### src/rtl/jtag_mem_arbiter_if.sv
`default_nettype none
// +--------------------------------------------------------------------------+
// | jtag_mem_arbiter_if : system, debug and memory buses of the arbiter     |
// | Revision 1.0                                                             |
// +--------------------------------------------------------------------------+
interface jtag_mem_arbiter_if #(
  parameter int ADDR_W = 32,
  parameter int DATA_W = 64
);
  logic                  sys_req;
  logic                  sys_we;
  logic [ADDR_W-1:0]     sys_addr;
  logic [DATA_W-1:0]     sys_wdata;
  logic [DATA_W/8-1:0]   sys_be;
  logic                  sys_gnt;
  logic                  sys_rvalid;
  logic [DATA_W-1:0]     sys_rdata;

  logic                  dbg_req;
  logic                  dbg_we;
  logic [ADDR_W-1:0]     dbg_addr;
  logic [DATA_W-1:0]     dbg_wdata;
  logic                  dbg_lock;
  logic                  dbg_gnt;
  logic                  dbg_rvalid;
  logic [DATA_W-1:0]     dbg_rdata;

  logic                  mem_en;
  logic [DATA_W/8-1:0]   mem_we;
  logic [ADDR_W-1:0]     mem_addr;
  logic [DATA_W-1:0]     mem_wdata;
  logic [DATA_W-1:0]     mem_rdata;

  modport slave (
    input  sys_req, sys_we, sys_addr, sys_wdata, sys_be,
    output sys_gnt, sys_rvalid, sys_rdata,
    input  dbg_req, dbg_we, dbg_addr, dbg_wdata, dbg_lock,
    output dbg_gnt, dbg_rvalid, dbg_rdata,
    output mem_en, mem_we, mem_addr, mem_wdata,
    input  mem_rdata
  );

  modport master (
    output sys_req, sys_we, sys_addr, sys_wdata, sys_be,
    input  sys_gnt, sys_rvalid, sys_rdata,
    output dbg_req, dbg_we, dbg_addr, dbg_wdata, dbg_lock,
    input  dbg_gnt, dbg_rvalid, dbg_rdata,
    input  mem_en, mem_we, mem_addr, mem_wdata,
    output mem_rdata
  );
endinterface
`default_nettype wire

### src/rtl/jtag_mem_arbiter.sv
`default_nettype none
// +--------------------------------------------------------------------------+
// | jtag_mem_arbiter : shares one memory port between system and JTAG debug |
// | Revision 1.0                                                             |
// +--------------------------------------------------------------------------+
module jtag_mem_arbiter #(
  parameter int ADDR_W      = 32,
  parameter int DATA_W      = 64,
  parameter int RD_LAT      = 1,
  parameter int MAX_DBG_RUN = 8
) (
  input  logic               CLK,
  input  logic               RESET,
  jtag_mem_arbiter_if.slave  bus
);

  localparam int         BE_W      = DATA_W / 8;
  localparam logic [7:0] C_MAX_RUN = 8'(MAX_DBG_RUN);

  logic              w_sys_gnt;
  logic              w_dbg_gnt;
  logic              w_rd_issue;
  logic [7:0]        r_run;

  logic              r_mem_en;
  logic [BE_W-1:0]   r_mem_we;
  logic [ADDR_W-1:0] r_mem_addr;
  logic [DATA_W-1:0] r_mem_wdata;

  logic [RD_LAT-1:0] r_pipe_v;
  logic [RD_LAT-1:0] r_pipe_dbg;
  logic              r_sys_rvalid;
  logic              r_dbg_rvalid;
  logic [DATA_W-1:0] r_sys_rdata;
  logic [DATA_W-1:0] r_dbg_rdata;

  // Debug wins contention until it has taken MAX_DBG_RUN grants in a row.
  always_comb begin
    w_sys_gnt = 1'b0;
    w_dbg_gnt = 1'b0;
    if (!RESET) begin
      if (bus.dbg_lock) begin
        w_dbg_gnt = bus.dbg_req;
      end else if (bus.sys_req && bus.dbg_req) begin
        if (r_run == C_MAX_RUN) w_sys_gnt = 1'b1;
        else                    w_dbg_gnt = 1'b1;
      end else begin
        w_sys_gnt = bus.sys_req;
        w_dbg_gnt = bus.dbg_req;
      end
    end
  end

  assign w_rd_issue = (w_sys_gnt && !bus.sys_we) || (w_dbg_gnt && !bus.dbg_we);

  always_ff @(posedge CLK) begin
    if (RESET || bus.dbg_lock || !bus.sys_req || w_sys_gnt) begin
      r_run <= '0;
    end else if (w_dbg_gnt && (r_run != C_MAX_RUN)) begin
      r_run <= r_run + 8'd1;
    end
  end

  always_ff @(posedge CLK) begin
    if (RESET) begin
      r_mem_en    <= 1'b0;
      r_mem_we    <= '0;
      r_mem_addr  <= '0;
      r_mem_wdata <= '0;
    end else if (w_sys_gnt) begin
      r_mem_en    <= 1'b1;
      r_mem_we    <= bus.sys_we ? bus.sys_be : '0;
      r_mem_addr  <= bus.sys_addr;
      r_mem_wdata <= bus.sys_wdata;
    end else if (w_dbg_gnt) begin
      r_mem_en    <= 1'b1;
      r_mem_we    <= bus.dbg_we ? '1 : '0;
      r_mem_addr  <= bus.dbg_addr;
      r_mem_wdata <= bus.dbg_wdata;
    end else begin
      r_mem_en    <= 1'b0;
      r_mem_we    <= '0;
    end
  end

  // Each read carries its owner through a RD_LAT-deep shift line so returns
  // from interleaved requesters are steered in issue order.
  always_ff @(posedge CLK) begin
    if (RESET) begin
      r_pipe_v     <= '0;
      r_pipe_dbg   <= '0;
      r_sys_rvalid <= 1'b0;
      r_dbg_rvalid <= 1'b0;
      r_sys_rdata  <= '0;
      r_dbg_rdata  <= '0;
    end else begin
      r_pipe_v[0]   <= w_rd_issue;
      r_pipe_dbg[0] <= w_dbg_gnt;
      for (int i = 1; i < RD_LAT; i++) begin
        r_pipe_v[i]   <= r_pipe_v[i-1];
        r_pipe_dbg[i] <= r_pipe_dbg[i-1];
      end
      r_sys_rvalid <= r_pipe_v[RD_LAT-1] && !r_pipe_dbg[RD_LAT-1];
      r_dbg_rvalid <= r_pipe_v[RD_LAT-1] &&  r_pipe_dbg[RD_LAT-1];
      if (r_pipe_v[RD_LAT-1] && !r_pipe_dbg[RD_LAT-1]) r_sys_rdata <= bus.mem_rdata;
      if (r_pipe_v[RD_LAT-1] &&  r_pipe_dbg[RD_LAT-1]) r_dbg_rdata <= bus.mem_rdata;
    end
  end

  assign bus.sys_gnt    = w_sys_gnt;
  assign bus.dbg_gnt    = w_dbg_gnt;
  assign bus.mem_en     = r_mem_en;
  assign bus.mem_we     = r_mem_we;
  assign bus.mem_addr   = r_mem_addr;
  assign bus.mem_wdata  = r_mem_wdata;
  assign bus.sys_rvalid = r_sys_rvalid;
  assign bus.dbg_rvalid = r_dbg_rvalid;
  assign bus.sys_rdata  = r_sys_rdata;
  assign bus.dbg_rdata  = r_dbg_rdata;

endmodule
`default_nettype wire

### src/flat_wrapper.sv
// flat-port wrapper written by rule: the top's interface ports become plain ports
module jtag_mem_arbiter_flat 
#(
  parameter int ADDR_W      = 32,
  parameter int DATA_W      = 64,
  parameter int RD_LAT      = 1,
  parameter int MAX_DBG_RUN = 8
)
  (CLK, RESET, bus_sys_req, bus_sys_we, bus_sys_addr, bus_sys_wdata, bus_sys_be, bus_sys_gnt, bus_sys_rvalid, bus_sys_rdata, bus_dbg_req, bus_dbg_we, bus_dbg_addr, bus_dbg_wdata, bus_dbg_lock, bus_dbg_gnt, bus_dbg_rvalid, bus_dbg_rdata, bus_mem_en, bus_mem_we, bus_mem_addr, bus_mem_wdata, bus_mem_rdata);
  jtag_mem_arbiter_if #(.ADDR_W(ADDR_W), .DATA_W(DATA_W)) bus_i ();
  input  logic CLK;
  input  logic RESET;
  input wire logic [$bits(bus_i.sys_req)-1:0] bus_sys_req;
  input wire logic [$bits(bus_i.sys_we)-1:0] bus_sys_we;
  input wire logic [$bits(bus_i.sys_addr)-1:0] bus_sys_addr;
  input wire logic [$bits(bus_i.sys_wdata)-1:0] bus_sys_wdata;
  input wire logic [$bits(bus_i.sys_be)-1:0] bus_sys_be;
  output wire logic [$bits(bus_i.sys_gnt)-1:0] bus_sys_gnt;
  output wire logic [$bits(bus_i.sys_rvalid)-1:0] bus_sys_rvalid;
  output wire logic [$bits(bus_i.sys_rdata)-1:0] bus_sys_rdata;
  input wire logic [$bits(bus_i.dbg_req)-1:0] bus_dbg_req;
  input wire logic [$bits(bus_i.dbg_we)-1:0] bus_dbg_we;
  input wire logic [$bits(bus_i.dbg_addr)-1:0] bus_dbg_addr;
  input wire logic [$bits(bus_i.dbg_wdata)-1:0] bus_dbg_wdata;
  input wire logic [$bits(bus_i.dbg_lock)-1:0] bus_dbg_lock;
  output wire logic [$bits(bus_i.dbg_gnt)-1:0] bus_dbg_gnt;
  output wire logic [$bits(bus_i.dbg_rvalid)-1:0] bus_dbg_rvalid;
  output wire logic [$bits(bus_i.dbg_rdata)-1:0] bus_dbg_rdata;
  output wire logic [$bits(bus_i.mem_en)-1:0] bus_mem_en;
  output wire logic [$bits(bus_i.mem_we)-1:0] bus_mem_we;
  output wire logic [$bits(bus_i.mem_addr)-1:0] bus_mem_addr;
  output wire logic [$bits(bus_i.mem_wdata)-1:0] bus_mem_wdata;
  input wire logic [$bits(bus_i.mem_rdata)-1:0] bus_mem_rdata;
  assign bus_i.sys_req = bus_sys_req;
  assign bus_i.sys_we = bus_sys_we;
  assign bus_i.sys_addr = bus_sys_addr;
  assign bus_i.sys_wdata = bus_sys_wdata;
  assign bus_i.sys_be = bus_sys_be;
  assign bus_sys_gnt = bus_i.sys_gnt;
  assign bus_sys_rvalid = bus_i.sys_rvalid;
  assign bus_sys_rdata = bus_i.sys_rdata;
  assign bus_i.dbg_req = bus_dbg_req;
  assign bus_i.dbg_we = bus_dbg_we;
  assign bus_i.dbg_addr = bus_dbg_addr;
  assign bus_i.dbg_wdata = bus_dbg_wdata;
  assign bus_i.dbg_lock = bus_dbg_lock;
  assign bus_dbg_gnt = bus_i.dbg_gnt;
  assign bus_dbg_rvalid = bus_i.dbg_rvalid;
  assign bus_dbg_rdata = bus_i.dbg_rdata;
  assign bus_mem_en = bus_i.mem_en;
  assign bus_mem_we = bus_i.mem_we;
  assign bus_mem_addr = bus_i.mem_addr;
  assign bus_mem_wdata = bus_i.mem_wdata;
  assign bus_i.mem_rdata = bus_mem_rdata;
  jtag_mem_arbiter #(.ADDR_W(ADDR_W), .DATA_W(DATA_W), .RD_LAT(RD_LAT), .MAX_DBG_RUN(MAX_DBG_RUN)) u_core (.CLK(CLK), .RESET(RESET), .bus(bus_i));
endmodule
### config.mk
export PLATFORM = sky130hd
export DESIGN_NAME = jtag_mem_arbiter_flat
export DESIGN_NICKNAME = d
export VERILOG_FILES = /design/src/rtl/jtag_mem_arbiter_if.sv /design/src/rtl/jtag_mem_arbiter.sv /design/src/flat_wrapper.sv
export SDC_FILE = /design/constraint.sdc
export NUM_CORES = 1
export LEC_CHECK = 0
export BUFFER_PORTS_ARGS = -buffer_cell sky130_fd_sc_hd__buf_4
export CAP_MARGIN = 20
export CORE_AREA = 2 2 198 200
export DETAILED_ROUTE_END_ITERATION = 10
export DIE_AREA = 0 0 200 202
export GPL_TIMING_DRIVEN = 1
export PLACE_DENSITY = 0.6
export SLEW_MARGIN = 20
export SYNTH_ARGS = -nofsm -noshare
export SYNTH_HDL_FRONTEND = slang
export SYNTH_SLANG_ARGS = --single-unit
### constraint.sdc
create_clock -name CLK -period 5.1 [get_ports CLK]
set_clock_uncertainty 0.2 [all_clocks]
set_input_delay 0 -clock CLK [delete_from_list [all_inputs] [get_ports CLK]]
set_output_delay 0 -clock CLK [all_outputs]
set_load 0.05 [all_outputs]
== Word-level counts from Yosys, hierarchy flattened ==
Cells that the tools add are included.
Storage, ports and cells
  output and inout port bits: 237
  input bits: 271
  logic and storage cells: 47
  register bits: 245
Cells by class
  mux-type cells: 18
  reduce and logical (&&, ||, !) cells: 15
  eq/ne operators: 2
  $add $sub $neg: 1
Operators with widths (number)
  $mux 64: 2
  $mux 32: 2
  $mux 8: 4
  $mux 1: 10
  $add 8x1->8 const B: 1
  $eq 8x4->1 const B: 1
  $ne 8x4->1 const B: 1
  $logic_and 1x1->1: 6
  $logic_not 1->1: 4
  $logic_or 1x1->1: 4
  $reduce_bool 2->1: 1

== Longest topological paths before layout ==
Gate-level depths: netlist of run 1.
  depth in word-level cells: 7
  depth in mapped cells: 8
  mapped depth without buffers: 5

== Worst setup path after synthesis of run 1 ==
No wires, ideal clock.
  kind: reg-to-output
  start point: register u_core.r_run[0]
  end point: output port bus_sys_gnt
  stages on the path, launching flop included: 7
  path slack: 2709 ps
  arrival time: 2191 ps
  path through: dfxtp_1 -> inv_1 -> ha_1 -> nor4b_1 -> buf_2 -> a21boi_0 -> nor3_1
On the way
  longest elaborated chain between the ends: 5
RTL lines
  start: declaration: RTL line jtag_mem_arbiter.sv:23  | logic [7:0] r_run;
  start signal: assignment: RTL line jtag_mem_arbiter.sv:60  | r_run <= r_run + 8'd1;
  $eq 8x4->1: RTL line jtag_mem_arbiter.sv:45  | if (r_run == C_MAX_RUN) w_sys_gnt = 1'b1;
  $mux 1: RTL line jtag_mem_arbiter.sv:45
  $mux 1: RTL line jtag_mem_arbiter.sv:44  | end else if (bus.sys_req && bus.dbg_req) begin
  $mux 1: RTL line jtag_mem_arbiter.sv:42  | if (bus.dbg_lock) begin
  $mux 1: RTL line jtag_mem_arbiter.sv:41  | if (!RESET) begin
  end: declaration: RTL line flat_wrapper.sv:18  | output wire logic [$bits(bus_i.sys_gnt)-1:0] bus_sys_gnt;
No other way between the ends.

== Worst setup path after layout of run 1 ==
  start point: register u_core.r_run[0]
  end point: register u_core.r_mem_wdata[56], in the netlist u_core.bus.mem_wdata[56]
On the way
  longest elaborated chain between the ends: 6
  elaborated cells between the ends (all ways): 11
  classes of those cells: 1 x eq/ne; 9 x mux; 1 x reduce/logical
RTL lines
  $eq 8x4->1 (*): RTL line jtag_mem_arbiter.sv:45
  $mux 1: RTL line jtag_mem_arbiter.sv:45
  $mux 1: RTL line jtag_mem_arbiter.sv:44
  $mux 1: RTL line jtag_mem_arbiter.sv:42
  $mux 1: RTL line jtag_mem_arbiter.sv:41
  $mux 64 or $reduce_bool 2->1 (tied branches)
  end signal: assignment: RTL line jtag_mem_arbiter.sv:74  | r_mem_wdata <= bus.sys_wdata;
  end signal: assignment: RTL line jtag_mem_arbiter.sv:79  | r_mem_wdata <= bus.dbg_wdata;
  end: declaration: RTL line jtag_mem_arbiter.sv:28  | logic [DATA_W-1:0] r_mem_wdata;
Every way passes the cells marked *; elsewhere a longest branch is shown, timed or not.
A chain may end at the register's enable or synchronous reset.

==> results of run 1 <==
## metrics by stage
step	cells	util (%)	power [mW]	setup WS [ns]
final	2651	50.22	5.389	1.637
after global routing	2651	50.22	5.594	1.514
after CTS	2650	50.22	5.417	1.714
after detailed placement	2313	40.30	3.121	2.269
after floorplan	1402	-	2.715	2.709
after global placement	2313	40.30	3.107	2.264
## routing by layer
metal  vias to the layer above  wire [um]  global-route usage (%)
met5                         -          0                       0
met4                         0       1435                   7.196
met3                        88       4195                   6.775
met2                       461      22110                   36.73
met1                      6007      18190                   25.23
li1                       6226          -                       -
## kinds of logic (layout without fill, tap and decap cells)
| kind of cell | after synthesis | after routing |
|---|---|---|
| other cells | 0 | 1 |
| mux | 96 | 96 |
| fa+ha+maj | 2 | 2 |
| xor+xnor | 1 | 1 |
| simple gates | 479 | 479 |
| flops | 245 | 245 |
| compound gates | 442 | 442 |
| buf+inv | 137 | 867 |
## power by group through the flow
stage,combinational [mW],sequential (mW),clock [mW]
6_report,1.23,2.05,2.10
5_1_grt,1.31,2.06,2.22
4_1_cts,1.23,2.05,2.14
3_5_place_dp,1.03,2.09,0
3_3_place_gp,1.02,2.09,0
2_1_floorplan,0.334,2.38,0
## worst max-delay path: cells and delay by family (launching register included)
| kind | cells | cell delay [ns] |
|---|---|---|
| AND/OR/NAND/NOR | 1 | 0.52 |
| buffers and inverters | 3 | 1.29 |
| adder cells (fa/ha/maj) | 1 | 0.15 |
| flip-flops | 1 | 0.33 |
| AO/OA/AOI/OAI | 2 | 0.81 |
## synth_stat cells (all sizes together)
| cell type | count | area, sq um |
|---|---|---|
| nor3b | 3 | 27.52 |
| a311oi | 1 | 8.760 |
| dfxtp | 245 | 4905 |
| o21ai | 5 | 28.78 |
| or4b | 1 | 10.01 |
| and2 | 1 | 6.260 |
| mux2i | 96 | 960.9 |
| clkbuf | 80 | 300.3 |
| nor2b | 2 | 12.51 |
| xnor2 | 1 | 8.760 |
| nand2 | 257 | 964.7 |
| or3 | 4 | 25.02 |
| a211oi | 96 | 720.7 |
| nand4b | 2 | 17.52 |
| ha | 2 | 25.02 |
| nand4 | 1 | 6.260 |
| nor2 | 103 | 386.6 |
| buf | 51 | 272.8 |
| nor3 | 1 | 5.000 |
| o41ai | 1 | 8.760 |
| a31oi | 2 | 12.51 |
| nand3 | 2 | 10.01 |
| a21oi | 229 | 1146 |
| or4 | 1 | 7.510 |
| nand2b | 99 | 619.3 |
| a211o | 1 | 8.760 |
| or3b | 1 | 8.760 |
| a21o | 96 | 720.7 |
| o31ai | 2 | 15.01 |
| inv | 6 | 22.52 |
| a31o | 8 | 70.07 |
| nor4b | 1 | 8.760 |
| a21boi | 1 | 7.510 |
## layout make-up
class,count,area share (%)
Tap cell,518,3.371
Antenna cell,1,0.01301
Clock inverter,11,0.6897
Multi-Input combinational cell,1020,30.67
Clock buffer,41,4.217
Timing Repair Buffer,809,35.41
Sequential cell,245,25.51
Inverter,6,0.1171
## worst min-delay path by stage
stage                 startpoint                                     to
2_1_floorplan         bus_sys_we             u_core.r_pipe_v$_SDFF_PP0_
3_3_place_gp          bus_sys_we             u_core.r_pipe_v$_SDFF_PP0_
3_5_place_dp          bus_sys_we             u_core.r_pipe_v$_SDFF_PP0_
4_1_cts        bus_mem_rdata[46]  u_core.bus.sys_rdata[46]$_SDFFE_PP0P_
5_1_grt        bus_mem_rdata[46]  u_core.bus.sys_rdata[46]$_SDFFE_PP0P_
6_report             bus_dbg_req           u_core.bus.mem_en$_SDFF_PP0_
## state kept, by name (all words and copies together), names as in the netlist, 8 cells and up
name / count
u_core.r_run: 8
u_core.bus.dbg_rdata: 64
u_core.bus.mem_addr: 32
u_core.bus.mem_we: 8
u_core.bus.mem_wdata: 64
u_core.bus.sys_rdata: 64
==> flow_summary.json, run 1 <==
{
  "die_x_um": 200,
  "detail-route-antenna-nets": 0,
  "synth_xor_area_share_pct": 0.07711,
  "cts_resized": 0,
  "synth_cell_type_count": 37,
  "seq_area_frac_synth_pct": 43.18,
  "final_common_cell": "buf_4",
  "drive_gt1_share_pct": 27.49,
  "crit_path_start_kind": "register",
  "synth_area_per_cell_sq_um": 8.102,
  "endpoint_kind": "register",
  "ir_drop_v": 0.0001875,
  "synth-adder-area-share_pct": 0.2203,
  "critPathKind": "register to register",
  "status": "complete, no violations",
  "htreeDepth": 1,
  "tightestPinTransition_ns": 0.9871,
  "syn-num-nets": 1675,
  "ctsHoldBuffers": 285,
  "grtUsageTotal_pct": 21.47,
  "crit_path_start": "u_core.r_run[0]$_SDFFE_PP0P_",
  "io_pins": 508,
  "fillers": 3533,
  "cts_root_buf": "clkbuf_16",
  "leakagePower_nw": 8.656,
  "fin_crit_ns": 3.463,
  "path_max_fanout": 48,
  "core_area_sq_um": 38290,
  "drt_pass1_iterations": 4,
  "vias": 12780,
  "crit_end": "u_core.bus.mem_wdata[56]$_SDFFE_PP0P_",
  "p_switching_mw": 1.581,
  "hold_viol": 0,
  "die_h_um": 202,
  "multi_input_area_sq_um": 5898,
  "cts_tree": "done",
  "detail_route.wl_per_cell_um": 17.32,
  "finalSetupViolCount": 0,
  "cp.required_ns": 5.33,
  "fin_tns_setup_ns": 0,
  "final-seq-area_sq_um": 4905,
  "grt_pass1_wl_um": 69690,
  "hold_slack_ns": 0.04876,
  "cp_cell_sequence": "inv_1 -> ha_1 -> or4b_1 -> o21ai_4 -> buf_4 -> a211oi_1 -> dlygate4sd3_1",
  "synthMuxAreaShare_pct": 8.460,
  "synth_area_sq_um": 11360,
  "dpl.hpwl_um": 28300,
  "p_clk_share_pct": 39.0,
  "hp-class": "primary input to register",
  "grt_pass1_vias": 12820,
  "clk_path_buf_depth": 3,
  "place.gp.congestion": 0.7913,
  "max_stage_delay_ns": 0.64,
  "first_iter_violations": 606,
  "combPwrFrac_pct": 22.9,
  "fin_nets": 2384,
  "synth_top_family_by_area": "compound AO/OA/AOI/OAI gates",
  "drc_errors": 0,
  "drv_cap": 0,
  "post_dp_cell_area_sq_um": 15430,
  "yosysWarnings": 0,
  "grt_setup_unrepaired": "no",
  "cp.arrival_ns": 3.70,
  "p_int_mw": 3.808,
  "power_frac_seq_pct": 38.1,
  "grt_overflow": 0,
  "postRouteWirelength_um": 45920,
  "synthToLayoutAreaGrowth_pct": 69.29,
  "antenna_found_initial": 1,
  "rows": 72,
  "min_period_over_period_pct": 67.91,
  "final_cell_area_sq_um": 19230,
  "rr_worst_depth": 7,
  "viasPerCell": 4.822,
  "synthSimpleGateAreaFrac_pct": 18.63,
  "cts_made_buffers": 29,
  "critical_path.slowest_cell": "o21ai_4",
  "insertion_delay_ns": 0.55,
  "final_cell_mix": "521 x buf_4, 285 x dlygate4sd3_1, 256 x nand2_1",
  "dieArea_sq_um": 40400,
  "port_buffers": 507,
  "synth_compound_area_share_pct": 24.19,
  "fmax_ghz": 0.2887,
  "r2r-start": "u_core.r_run[0]$_SDFFE_PP0P_",
  "drv_slew": 0,
  "whs_path_depth": 3,
  "cts_setup_buffers": 0,
  "start_util_pct": 29.67,
  "swShare_pct": 29.33,
  "syn_inst": 1402,
  "grt_max_degree": 140,
  "p_per_area_nw_per_um2": 280.3,
  "ys_ff_latch": 245,
  "rrSetupSlack_ns": 1.64,
  "clkTransAtPathRegs_ns": 0.06,
  "r2r_end": "u_core.bus.mem_wdata[56]$_SDFFE_PP0P_",
  "max-slew-margin-rel_pct": 34.19,
  "clkSinkCount": 245
}
Power figures use the tool's default switching activity.
==> inputs of run 2 (changes only) <==
- ABC_AREA: default -> 1
- CORE_AREA: 2 2 198 200 -> 2 2 200 202
- DIE_AREA: 0 0 200 202 -> 0 0 202 204
- PLACE_DENSITY: 0.6 -> 0.56
- clock period: 5.1 -> 3.2 ns (I/O delays scaled with it)
==> run 2 against run 1 <==
Effect of this change: largest cell class unchanged; critical path depth grew 3; first-iteration DRC count grew 12%; register-to-register slack lost 1.4 ns; combinational power grew 46%; sequential share of layout area grew 1.1 points; count of clock-buffer cells in the layout shrank 6; non-clock buffer count shrank 12; total power grew 58%; final cell count grew 4.8%; sequential power grew 59%.
==> flow_summary.json, run 2 <==
{
  "path_depth": 10,
  "min_period_over_period_pct": 92.47,
  "clk_path_buf_depth": 3,
  "r2r_end": "u_core.bus.mem_wdata[11]$_SDFFE_PP0P_",
  "finalSetupViolCount": 0,
  "grt_use_met3_pct": 4.161,
  "fin_tns_setup_ns": 0,
  "io_pins": 508,
  "cp_top_family": "buffers and inverters",
  "final_cell_mix": "514 x buf_4, 381 x nand2_1, 293 x nand3_1",
  "rr_worst_depth": 10,
  "max_stage_delay_ns": 0.60,
  "fin_nets": 2502,
  "use_met1_pct": 23.59,
  "r2r-start": "u_core.r_run[0]$_SDFFE_PP0P_",
  "drive_gt1_share_pct": 25.86,
  "grt_overflow": 0,
  "fmax_ghz": 0.3379,
  "holdCritStartpoint": "bus_mem_rdata[11]",
  "viasPerCell": 4.548,
  "port_buffers": 507,
  "synth_cell_type_count": 23,
  "place.gp.congestion": 0.9224,
  "synth_common_cells": "382 x nand2_1, 293 x nand3_1, 245 x dfxtp_1, 231 x a21oi_1, 211 x inv_1",
  "status": "complete, no violations",
  "tightestPinTransition_ns": 1.163,
  "yosysWarnings": 0,
  "first_iter_violations": 677,
  "max-slew-margin-rel_pct": 22.46,
  "dpl.hpwl_um": 27720,
  "cp.arrival_ns": 3.23,
  "drc_errors": 0,
  "detail-route-antenna-nets": 0,
  "start_util_pct": 26.69,
  "htreeDepth": 1,
  "grt_pass1_wl_um": 65680,
  "synth_top_cell_by_area": "dfxtp_1",
  "cp.required_ns": 3.47,
  "dieArea_sq_um": 41210,
  "die_x_um": 202,
  "p_per_area_nw_per_um2": 460.5,
  "clkSinkCount": 245,
  "ys_ff_latch": 245,
  "p_total_mw": 8.493,
  "seq_area_frac_synth_pct": 46.90,
  "holdPathEnd": "u_core.bus.dbg_rdata[11]$_SDFFE_PP0P_",
  "leakagePower_nw": 8.425,
  "netlist.area_leader.share_pct": 46.90,
  "detail_route.wl_per_cell_um": 15.36,
  "crit_path_start_kind": "register",
  "drt_pass1_iterations": 6,
  "top_usage_layer": "met2",
  "core_area_sq_um": 39180,
  "final_common_cell": "buf_4",
  "synth_area_leaders": "dfxtp_1 47%, nand3_1 14%, nand2_1 14%",
  "endpoint_kind": "register",
  "synth_ff_type": "dfxtp_1",
  "path_max_fanout": 28,
  "grt_use_met2_pct": 33.65,
  "insertion_delay_ns": 0.54,
  "yosysMostFrequentCell": "nand2_1",
  "rows": 73,
  "ir_drop_v": 0.0002813,
  "grt_pass1_vias": 12330,
  "grt_setup_unrepaired": "no",
  "grt_max_degree": 218,
  "synth_async_sr_flop_share_pct": 0,
  "vias": 12630,
  "clkTransAtPathRegs_ns": 0.06,
  "antenna_found_initial": 3,
  "hold_viol": 0,
  "synthToLayoutAreaGrowth_pct": 76.32,
  "synth_area_per_cell_sq_um": 6.899,
  "drv_cap": 0,
  "critPathBufInv": 3,
  "cts_root_buf": "clkbuf_16",
  "grtUsageTotal_pct": 19.53,
  "hp-class": "primary input to register",
  "die_h_um": 204,
  "syn-num-nets": 1789,
  "critPathKind": "register to register",
  "critical_path.slowest_cell": "dlygate4sd3_1",
  "fin_crit_ns": 2.959,
  "rrSetupSlack_ns": 0.24,
  "syn_inst": 1516,
  "whs_path_depth": 4,
  "synth_edf_count": 0,
  "synth_area_sq_um": 10460,
  "postRouteWirelength_um": 42650,
  "cp_cell_sequence": "inv_1 -> ha_1 -> nor3b_1 -> nand3_1 -> nand2_4 -> nand2_4 -> buf_4 -> nand3_1 -> dlygate4sd3_1 -> a21oi_1",
  "cts_made_buffers": 29,
  "drv_slew": 0,
  "cts_tree": "done"
}
[run 2: worst min-delay path, cell delays in order]
cell	delay [ns]
dlygate4sd3_1	0.52
buf_4	0.11
nand2_1	0.04
a21oi_1	0.10
[run 2: kinds of logic (layout without fill, tap and decap cells)]
kind of cell / after synthesis / in the layout / synth area share (%)
buffers and inverters: 327 / 1062 / 12.23
adder cells (fa/ha/maj): 2 / 2 / 0.2392
AO/OA/AOI/OAI: 241 / 241 / 11.58
XOR/XNOR: 4 / 4 / 0.3350
flip-flops: 245 / 245 / 46.90
AND/OR/NAND/NOR: 697 / 697 / 28.72
other: 0 / 1 / 0
[run 2: area by class of cell]
class                      instances  area [sq um]
clock inverter                    18         207.7
inverter                         212         795.8
antenna                            1         2.502
tap                              525         656.9
multi-input combinational        944          4323
sequential                       245          4905
timing repair buffer             797          6753
clock buffer                      35         798.3
fill                            3890         20740
[run 2: stage by stage]
stage,hold WS [ns],setup slack (ns),area (sq um),cells,util [%]
3_3_place_gp,0.01094,0.8540,14670,2447,37.44
6_report,0.06779,0.2409,18440,2777,47.06
4_1_cts,0.02904,0.2762,18440,2776,47.06
3_5_place_dp,0.02485,0.8299,14670,2447,37.44
2_1_floorplan,-0.09134,1.207,10460,1516,-
5_1_grt,0.05802,0.04743,18440,2777,47.06
[run 2: repair_timing]
action	in CTS	in global routing
hold buffers	276	0
hold endpoints to repair	240	0
resized for setup	0	0
setup buffers	0	0
[run 2: per-layer routing]
metal,up-vias,wire length (um),share of wire [%]
li1,6248,-,-
met1,5813,17180,40
met2,475,20640,48
met3,91,3121,7.3
met4,2,1695,4.0
met5,-,16,0.038
[run 2: power by group]
group	internal (mW)	switching [mW]
Sequential	3.18	0.0812
Combinational	0.769	1.02
Clock	2.10	1.34
Total	6.05	2.44
[run 2: how the worst max path moves through the flow]
stage | slack, ns | endpoint | startpoint
CTS | 0.28 | u_core.bus.mem_wdata[30]$_SDFFE_PP0P_ | u_core.r_run[0]$_SDFFE_PP0P_
global placement | 0.85 | u_core.bus.mem_addr[15]$_SDFFE_PP0P_ | u_core.r_run[0]$_SDFFE_PP0P_
finish | 0.24 | u_core.bus.mem_wdata[11]$_SDFFE_PP0P_ | u_core.r_run[0]$_SDFFE_PP0P_
floorplan | 1.21 | u_core.bus.mem_we[0]$_SDFF_PP0_ | u_core.r_run[0]$_SDFFE_PP0P_
detailed placement | 0.83 | u_core.bus.mem_wdata[30]$_SDFFE_PP0P_ | u_core.r_run[0]$_SDFFE_PP0P_
global route | 0.05 | u_core.bus.mem_addr[23]$_SDFFE_PP0P_ | u_core.r_run[0]$_SDFFE_PP0P_
